### config.mk
export PLATFORM = sky130hd
export DESIGN_NAME = alu_result_collector
export DESIGN_NICKNAME = d
export VERILOG_FILES = /design/src/rtl/alu_pkg.sv /design/src/rtl/alu_res_fifo.sv /design/src/rtl/alu_result_collector.sv
export SDC_FILE = /design/constraint.sdc
export NUM_CORES = 1
export LEC_CHECK = 0
export CORE_UTILIZATION = 43
export DETAILED_ROUTE_END_ITERATION = 6
export PLACE_DENSITY = 0.67
export SETUP_SLACK_MARGIN = 0.05
export SYNTH_ARGS = -nofsm -noshare
export SYNTH_HDL_FRONTEND = slang
export SYNTH_HIERARCHICAL = 1
export SYNTH_SLANG_ARGS = --single-unit
### constraint.sdc
create_clock -name clk -period 2.6 [get_ports clk]
set_clock_uncertainty 0.2 [all_clocks]
set_input_delay 0.26 -clock clk [delete_from_list [all_inputs] [get_ports clk]]
set_output_delay 0.26 -clock clk [all_outputs]
set_load 0.005 [all_outputs]
### src/rtl/alu_pkg.sv
// Shared definitions for the ALU result collector: default widths, opcode
// encodings and the buffered result record.
package alu_pkg;

  localparam int DEF_WIDTH = 4;
  localparam int DEF_SEL_W = 3;

  typedef enum logic [DEF_SEL_W-1:0] {
    OP_ADD = 3'b000,
    OP_SUB = 3'b001,
    OP_AND = 3'b010,
    OP_OR  = 3'b011,
    OP_XOR = 3'b100,
    OP_GT  = 3'b101,
    OP_EQ  = 3'b110
  } alu_op_e;

  typedef struct packed {
    logic [DEF_SEL_W-1:0] sel;
    logic [DEF_WIDTH-1:0] data;
    logic                 carry;
    logic                 zero;
  } res_entry_t;

endpackage

### src/rtl/alu_res_fifo.sv
// DEPTH-entry synchronous FIFO with an explicit occupancy count. The head is
// presented combinationally and reads as zero while the FIFO is empty.
module alu_res_fifo #(
  parameter int W     = 9,
  parameter int DEPTH = 4
) (
  input  logic                     clk,
  input  logic                     rst,
  input  logic                     push_i,
  input  logic [W-1:0]             push_data_i,
  input  logic                     pop_i,
  output logic [W-1:0]             head_o,
  output logic [$clog2(DEPTH):0]   count_o,
  output logic                     empty_o
);

  localparam int PTR_W = $clog2(DEPTH);

  logic [W-1:0]     mem_q [DEPTH];
  logic [PTR_W-1:0] wr_ptr_q, rd_ptr_q;
  logic [PTR_W:0]   count_q, count_d;
  logic             full, do_push, do_pop;
  logic             overflow_q;

  assign full    = (count_q == (PTR_W+1)'(DEPTH));
  assign empty_o = (count_q == '0);
  assign do_push = push_i & ~full;
  assign do_pop  = pop_i & ~empty_o;

  // NOTE: combinational blocks use blocking '=' and assign every output a default first, so no latch is inferred.
  always_comb begin
    count_d = count_q;
    case ({do_push, do_pop})
      2'b10:   count_d = count_q + (PTR_W+1)'(1);
      2'b01:   count_d = count_q - (PTR_W+1)'(1);
      default: count_d = count_q;
    endcase
  end

  always_ff @(posedge clk or posedge rst) begin
    if (rst) begin
      wr_ptr_q   <= '0;
      rd_ptr_q   <= '0;
      count_q    <= '0;
      overflow_q <= 1'b0;
    end else begin
      if (do_push) wr_ptr_q <= wr_ptr_q + PTR_W'(1);
      if (do_pop)  rd_ptr_q <= rd_ptr_q + PTR_W'(1);
      count_q    <= count_d;
      overflow_q <= overflow_q | (push_i & full);
    end
  end

  // NOTE: storage is deliberately not reset; an empty FIFO never exposes it because the head is gated below.
  always_ff @(posedge clk) begin
    if (do_push) mem_q[wr_ptr_q] <= push_data_i;
  end

  assign head_o  = empty_o ? '0 : mem_q[rd_ptr_q];
  assign count_o = count_q;

  // Credit-based issue control makes a dropped push impossible.
  assert property (@(posedge clk) disable iff (rst) !overflow_q);

endmodule

### src/rtl/alu_result_collector.sv
// Tracks ops issued to a fixed-latency pipelined ALU, captures each result as it
// emerges and buffers it for a valid/ready consumer, with credit-based issue_ready.
module alu_result_collector
  import alu_pkg::*;
#(
  parameter int WIDTH   = DEF_WIDTH,
  parameter int SEL_W   = DEF_SEL_W,
  parameter int LATENCY = 2,
  parameter int DEPTH   = 4
) (
  input  logic             clk,
  input  logic             rst,
  input  logic             issue_valid,
  input  logic [SEL_W-1:0] issue_sel,
  output logic             issue_ready,
  input  logic [WIDTH-1:0] alu_result,
  input  logic             carry_out,
  output logic             res_valid,
  input  logic             res_ready,
  output logic [SEL_W-1:0] res_sel,
  output logic [WIDTH-1:0] res_data,
  output logic             res_carry,
  output logic             res_zero,
  output logic [7:0]       res_count
);

  localparam int ENTRY_W = SEL_W + WIDTH + 2;
  localparam int CNT_W   = $clog2(DEPTH) + 1;
  localparam int SUM_W   = $clog2(DEPTH + LATENCY + 1) + 1;

  typedef struct packed {
    logic [SEL_W-1:0] sel;
    logic [WIDTH-1:0] data;
    logic             carry;
    logic             zero;
  } entry_t;

  logic [LATENCY-1:0] tag_vld_q;
  logic [SEL_W-1:0]   tag_sel_q [LATENCY];
  logic               issue_fire, res_fire, fifo_empty;
  logic [SUM_W-1:0]   inflight, credit_used;
  logic [CNT_W-1:0]   fifo_count;
  entry_t             push_entry, head_entry;
  logic [7:0]         res_count_q, res_count_d;

  assign issue_fire = issue_valid & issue_ready;

  // The tag pipeline mirrors the ALU pipeline one-for-one and never stalls.
  always_ff @(posedge clk or posedge rst) begin
    if (rst) begin
      tag_vld_q <= '0;
      for (int i = 0; i < LATENCY; i++) tag_sel_q[i] <= '0;
    end else begin
      tag_vld_q[0] <= issue_fire;
      tag_sel_q[0] <= issue_sel;
      for (int i = 1; i < LATENCY; i++) begin
        tag_vld_q[i] <= tag_vld_q[i-1];
        tag_sel_q[i] <= tag_sel_q[i-1];
      end
    end
  end

  // Every in-flight op already owns a FIFO slot, so a capture can never overflow.
  always_comb begin
    inflight = '0;
    for (int i = 0; i < LATENCY; i++) inflight = inflight + SUM_W'(tag_vld_q[i]);
    credit_used = SUM_W'(fifo_count) + inflight;
    issue_ready = ~rst & (credit_used < SUM_W'(DEPTH));
  end

  always_comb begin
    push_entry.sel   = tag_sel_q[LATENCY-1];
    push_entry.data  = alu_result;
    push_entry.carry = carry_out;
    push_entry.zero  = (alu_result == '0);
  end

  alu_res_fifo #(
    .W     (ENTRY_W),
    .DEPTH (DEPTH)
  ) u_fifo (
    .clk         (clk),
    .rst         (rst),
    .push_i      (tag_vld_q[LATENCY-1]),
    .push_data_i (push_entry),
    .pop_i       (res_fire),
    .head_o      (head_entry),
    .count_o     (fifo_count),
    .empty_o     (fifo_empty)
  );

  assign res_valid = ~fifo_empty;
  assign res_fire  = res_valid & res_ready;
  assign res_sel   = head_entry.sel;
  assign res_data  = head_entry.data;
  assign res_carry = head_entry.carry;
  assign res_zero  = head_entry.zero;

  always_comb begin
    res_count_d = res_count_q;
    if (res_fire && (res_count_q != 8'hFF)) res_count_d = res_count_q + 8'd1;
  end

  always_ff @(posedge clk or posedge rst) begin
    if (rst) res_count_q <= '0;
    else     res_count_q <= res_count_d;
  end

  assign res_count = res_count_q;

endmodule
==> summary.md, run 1 <==
| Metric | Value |
|---|---|
| Sink Count | 59 |
| Drc violations | 0 |
| Top cells by count, synth | edfxtp_1 (36), dfrtp_1 (23), inv_1 (10), mux4_2 (8), nor2b_4 (8) |
| Final Core Density | between 50% and 60% |
| H-tree levels | 3 |
| DR iter-0 viols | 35 |
| CP max stage cell | mux4_2 |
| Power per cell area | between 1000 and 1500 mW/mm^2 |
| Hold-fix buffers at CTS | 0 |
| Final ANT Viol Nets | 0 |
| Crit end category | output port |
| First-pass GRT wire length | ~7.0 mm |
| Synth area leader | edfxtp_1 |
| Share of cells above drive strength 1 | between 20% and 30% |
| Syn avg cell area | roughly 17 um^2 |
| CP Data Required Time | 2140 ps |
| CTS tree | done |
| GR Overflow Total | 0 |
| Unrepaired setup endpoints after global routing | no |
| Synth Flop Type | edfxtp_1 |
| Core outline area | about 0.0056 mm^2 |
| Worst vdd ir | 0.721 mV |
| GR Util All Layers | roughly 16% |
| Buffers on Ports | 30 |
| Minimum clock period | 2460 ps |
| I/O pins | 31 |
| Yosys warns | 6 |
| Synthesized area | 0.00251 mm^2 |
| Final hold slack | between 40 and 50 ps |
| Largest net degree at the start of global routing | 17 |
| Initial Util | between 40% and 50% |
| Worst relative slew slack | 59.2% |
| Met2 routed WL | around 2.2 mm |
| Yosys cell types | 37 |
| Hold crit path type | primary input to async pin |
| Max_cap viols | 0 |
| Vias/cell | 5.00 |
| Status | finished, final reports clean |
| Post-synthesis sequential area ratio | 65.9% |
| Rows | 27 |
| Crit path max fanout | 7 |
| Startpoint Class | flop |
| Die Width | around 80 um |
| Synth-to-Final Area Change | 24.6% |
| Dpl hpwl | ~2.8 mm |
| Final wirelength | 4.22 mm |
| CTS clk-pin slew, worst paths | ~60 ps |
| CTS Root Cell | clkbuf_8 |
| Final hold viol count | 0 |
| Clock Latency Late Sink | 330 ps |
| Top Layer Used | met4 |
| Syn Inst Count | approximately 150 |
| Critical path class | flop to output port |
| Post-Route M1 WL | 1.72 mm |
| Die ar. | just over 0.006 mm^2 |
| Most common cell in the netlist | edfxtp_1 |
| Synth area leaders | edfxtp_1 (43%), dfrtp_1 (23%), mux4_2 (7.2%), nor2b_4 (4.4%), ha_1 (3.5%) |
| Synth async-reset ratio | 39.0% |
| Vias in the first global route | 1,470 |
| Setup TNS | 0 ps |
| Endpoints failing setup | 0 |
| Family with the most delay on the worst path | buffers and inverters |
| Post-synth EDFFs | 36 |
| Initial antenna violation count | 0 |
| Crit path buffers/inverters | 2 |
| Yosys reg bits | 59 |
| Pins Over Slew Limit | 0 |
| DR WL/cell | ~16 um |
| CTS max path bufs | 2 |
| Chip height | 78.5 um |
| Vias | around 1,300 |
| GP Congestion | between 0.7 and 0.8 |
| Cts bufs inserted | 9 |
| Final net count | between 200 and 250 |
| Worst Max-Slew Pin Slew | 612 ps |
| Net Count, Synth | 167 |
| Maximum clock rate | just over 400 MHz |
| Leak | approximately 1.2 nW |
| Crit-path cells | buf_4 -> mux4_2 -> nor2b_4 -> clkdlybuf4s50_1 |
| Crit-path max cell delay | around 500 ps |
| Period utilization | 94.5% |
| TritonRoute pass-1 iters | 4 |
| Met3 wire length | roughly 260 um |
| # diodes | 0 |
| Arrival @ worst endpoint | around 2000 ps |
| Area share of the largest cell type after synthesis | a little over two fifths |
power by group:
group	total, mW	switching [mW]	internal [mW]
Combinational	1.25	0.459	0.786
Sequential	1.37	0.202	1.17
Clock	0.738	0.341	0.396
sequential cells by signal, summed over array words and instances (netlist names):
register / cells
u_fifo/mem_q: 36
res_count: 8
push_entry: 3
tag_sel_q: 3
u_fifo/count_o: 3
tag_vld_q: 2
u_fifo/rd_ptr_q: 2
u_fifo/wr_ptr_q: 2
metrics by stage:
stage,setup WS [ps],power (mW),area (um^2),cells
after detailed placement,95.2,2.58,2910,249
after CTS,90.5,3.39,3120,268
final,143,3.35,3130,269
after global routing,52.2,3.58,3130,269
after global placement,195,2.52,2910,249
after floorplan,160,2.07,2510,147
layout by cell type (no fill, tap or decap), types with 5 or more instances in the layout:
cell / n
mux4_2: 8
clkbuf_8: 9
nor2b_4: 8
inv_1: 10
ha_1: 7
buf_4: 6
dfrtp_1: 22
and2_1: 5
edfxtp_1: 36
clkdlybuf4s50_1: 30
nor2b_1: 5
metal layers:
metal  global-route usage [%]  vias to the layer above
met5                        0                        -
met4                     7.22                        0
met3                     5.23                        6
met2                     26.4                       39
met1                     18.2                      661
li1                         -                      638
repair_timing:
item / 4_1_cts / 5_1_grt
setup buffers: 3 / 1
endpoints found under the setup margin: 9 / 6
pin swaps: 0 / 0
gates resized for setup: 2 / 2
path summary, 6_finish.rpt:
kind                                          from  slack [ps]  depth (start not counted)                end
max in group asynchronous                      rst        1610                          2      push_entry[7]
worst min-delay path                           rst          50                          2  u_fifo/count_o[2]
min in group clk                      tag_sel_q[5]         150                          0      push_entry[8]
worst max register to register   u_fifo/count_o[2]         340                          9  u_fifo/count_o[2]
worst min register to register        tag_sel_q[5]         150                          0      push_entry[8]
worst max-delay path            u_fifo/rd_ptr_q[0]         140                          4        res_data[2]
cell families after synthesis:
family | Yosys count | share of synthesized area, %
fa+ha+maj | 8 | 4.28
mux | 14 | 10.4
compound gates | 12 | 3.78
simple gates | 32 | 10.1
flops | 59 | 65.9
xor+xnor | 8 | 2.79
buf+inv | 14 | 2.74
layout make-up:
class | count | area, um^2
clock inverters | 5 | 27.5
multi-input cells | 74 | 800
clock buffers | 11 | 153
fillers | 454 | 2440
repair buffers | 38 | 368
flip-flops and latches | 59 | 1660
well taps | 72 | 90.1
inverters | 10 | 37.5
Power figures use the tool's default switching activity.
==> run 2, diff against run 1 <==
--- a/config.mk
+++ b/config.mk
@@ -6,6 +6,7 @@
 export NUM_CORES = 1
 export LEC_CHECK = 0
 export CORE_UTILIZATION = 43
+export CTS_CLUSTER_DIAMETER = 40
 export DETAILED_ROUTE_END_ITERATION = 6
 export PLACE_DENSITY = 0.67
 export SETUP_SLACK_MARGIN = 0.05
==> results of run 2 <==
Final layout, timing and power as in run 1 (identical DEF).
==> run 3, diff against run 2 <==
--- a/config.mk
+++ b/config.mk
@@ -5,10 +5,12 @@
 export SDC_FILE = /design/constraint.sdc
 export NUM_CORES = 1
 export LEC_CHECK = 0
-export CORE_UTILIZATION = 43
+export CAP_MARGIN = 20
+export CORE_MARGIN = 1
+export CORE_UTILIZATION = 49
 export CTS_CLUSTER_DIAMETER = 40
 export DETAILED_ROUTE_END_ITERATION = 6
-export PLACE_DENSITY = 0.67
+export PLACE_DENSITY = 0.74
 export SETUP_SLACK_MARGIN = 0.05
 export SYNTH_ARGS = -nofsm -noshare
 export SYNTH_HDL_FRONTEND = slang
==> summary.md, run 3 (synthesis gave the netlist of run 1 again) <==
| Metric | Value |
|---|---|
| Status | finished, final reports clean |
| Crit-path max cell delay | 540 ps |
| Crit end category | output port |
| Vias/cell | ~5.3 |
| CTS tree | done |
| Number of instances in the placed design | 244 |
| CP Data Required Time | around 2100 ps |
| Pins Over Slew Limit | 0 |
| Worst vdd ir | 0.447 mV |
| Arrival @ worst endpoint | roughly 2000 ps |
| CTS Root Cell | clkbuf_8 |
| Final WS setup | between 150 and 200 ps |
| Final net count | 209 |
| Minimum clock period | 2450 ps |
| Drc violations | 0 |
| H-tree levels | 3 |
| Vias | around 1,400 |
| Startpoint Class | flop |
| Sink Count | between 50 and 60 |
| Hold crit path type | primary input to async pin |
| Most frequent cells in the layout | edfxtp_1 (36), clkdlybuf4s50_1 (30), dfrtp_1 (23) |
| Final hold viol count | 0 |
| Pre-CTS WS | roughly 95 ps |
| CP max stage cell | clkdlybuf4s50_1 |
| Largest register by flop count | u_fifo/mem_q |
| Final ANT Viol Nets | 0 |
| Endpoints failing setup | 0 |
| Cts bufs inserted | 9 |
| Buffers on Ports | 30 |
| Core outline area | between 0.004 and 0.005 mm^2 |
| Rows | 25 |
| Number of fill cells | 358 |
| Max_cap viols | 0 |
| CTS max path bufs | 2 |
| Power per cell area | ~1100 mW/mm^2 |
| GR Util All Layers | about 18% |
| Crit-path cells | ha_1 -> a21o_1 -> a211oi_2 -> clkdlybuf4s50_1 |
| Worst Max-Slew Pin Slew | approximately 640 ps |
| Maximum clock rate | between 400 and 500 MHz |
| Period utilization | roughly 94% |
| Commonest non-fill, non-tap cell in the layout | edfxtp_1 |
| # diodes | 0 |
| GR Overflow Total | 0 |
| Crit path max fanout | 3 |
| Unrepaired setup endpoints after global routing | no |
| Initial antenna violation count | 0 |
| Setup TNS | 0 ps |
| Die ar. | around 0.0054 mm^2 |
| Synth-to-Final Area Change | 22.0% |
| Clock Latency Late Sink | roughly 320 ps |
| Worst relative slew slack | between 50 and 60% |
| Non-Filler Instances | approximately 260 |
| DR WL/cell | 16.5 um |
| GP Congestion | between 0.8 and 0.9 |
| Share of cells above drive strength 1 | ~20% |
| First-pass GRT wire length | between 6 and 7 mm |
| I/O pins | 31 |
| Critical path class | flop to output port |
| CTS clk-pin slew, worst paths | 70 ps |
| Power Total | roughly 3.2 mW |
| Max reg flops | 36 |
| TritonRoute pass-1 iters | 4 |
| DR iter-0 viols | roughly 110 |
| Die Width | around 74 um |
| Chip height | 73.6 um |
| Leak | between 1 and 1.5 nW |
| Vias in the first global route | 1,466 |
| Largest net degree at the start of global routing | 17 |
| Dpl hpwl | 2.91 mm |
| Final wirelength | 4.30 mm |
| Initial Util | between 50% and 60% |
run 3: changes by cell type in the layout (fill, tap and decap cells not counted), sizes merged:
cell	change
buf	-3
clkbuf	+1
clkinvlp	-1
run 3: worst paths after layout:
check                                   from            endpoint  slack (ps)  depth (start not counted)
hold / removal                           rst  u_fifo/rd_ptr_q[1]          50                          2
hold reg to reg                 tag_sel_q[5]       push_entry[8]         150                          0
min in group clk                tag_sel_q[5]       push_entry[8]         150                          0
max in group asynchronous                rst        res_count[4]        1590                          2
setup / recovery           u_fifo/count_o[0]         issue_ready         150                          4
setup reg to reg           u_fifo/count_o[2]   u_fifo/count_o[2]         240                          9
run 3: area by class of cell:
type	instances	area, um^2	share of cell area [%]
Clock buffer	12	135	4.40
Sequential cell	59	1660	54.0
Multi-Input combinational cell	74	800	26.0
Inverter	10	37.5	1.22
Timing Repair Buffer	35	338	11.0
Clock inverter	4	18.8	0.611
Tap cell	67	83.8	2.73
run 3: power breakdown:
group | internal [mW] | switching [mW]
registers | 1.17 | 0.181
logic | 0.746 | 0.480
clock network | 0.338 | 0.323
total | 2.25 | 0.985
run 3: repair_timing:
action / 4_1_cts / 5_1_grt
hold buffers: 0 / 0
buffers inserted: 0 / 1
cloned: 0 / 0
endpoints found under the setup margin: 1 / 1
gates resized for setup: 1 / 0
hold endpoints to repair: 0 / 0
run 3: layer usage:
layer,share of wire (%),vias up,track usage (%)
li1,-,631,-
met1,42,728,21.6
met2,54,23,29.5
met3,3.2,6,6.45
met4,1.3,0,7.26
met5,0,-,0
run 3: metrics by stage:
step | util (%) | cell area, um^2 | hold slack, ps
finish | 63.7 | 3070 | 46.1
global route | 63.7 | 3070 | 75.2
CTS | 63.6 | 3060 | 40.4
detailed placement | 60.3 | 2900 | 142
global placement | 60.3 | 2900 | 141
floorplan | - | 2510 | -137
run 3: worst max-delay path, delay by kind of cell (launching register included):
kind | cells | cell delay [ps]
buf+inv | 1 | 540
fa+ha+maj | 1 | 290
flops | 1 | 420
compound gates | 2 | 420
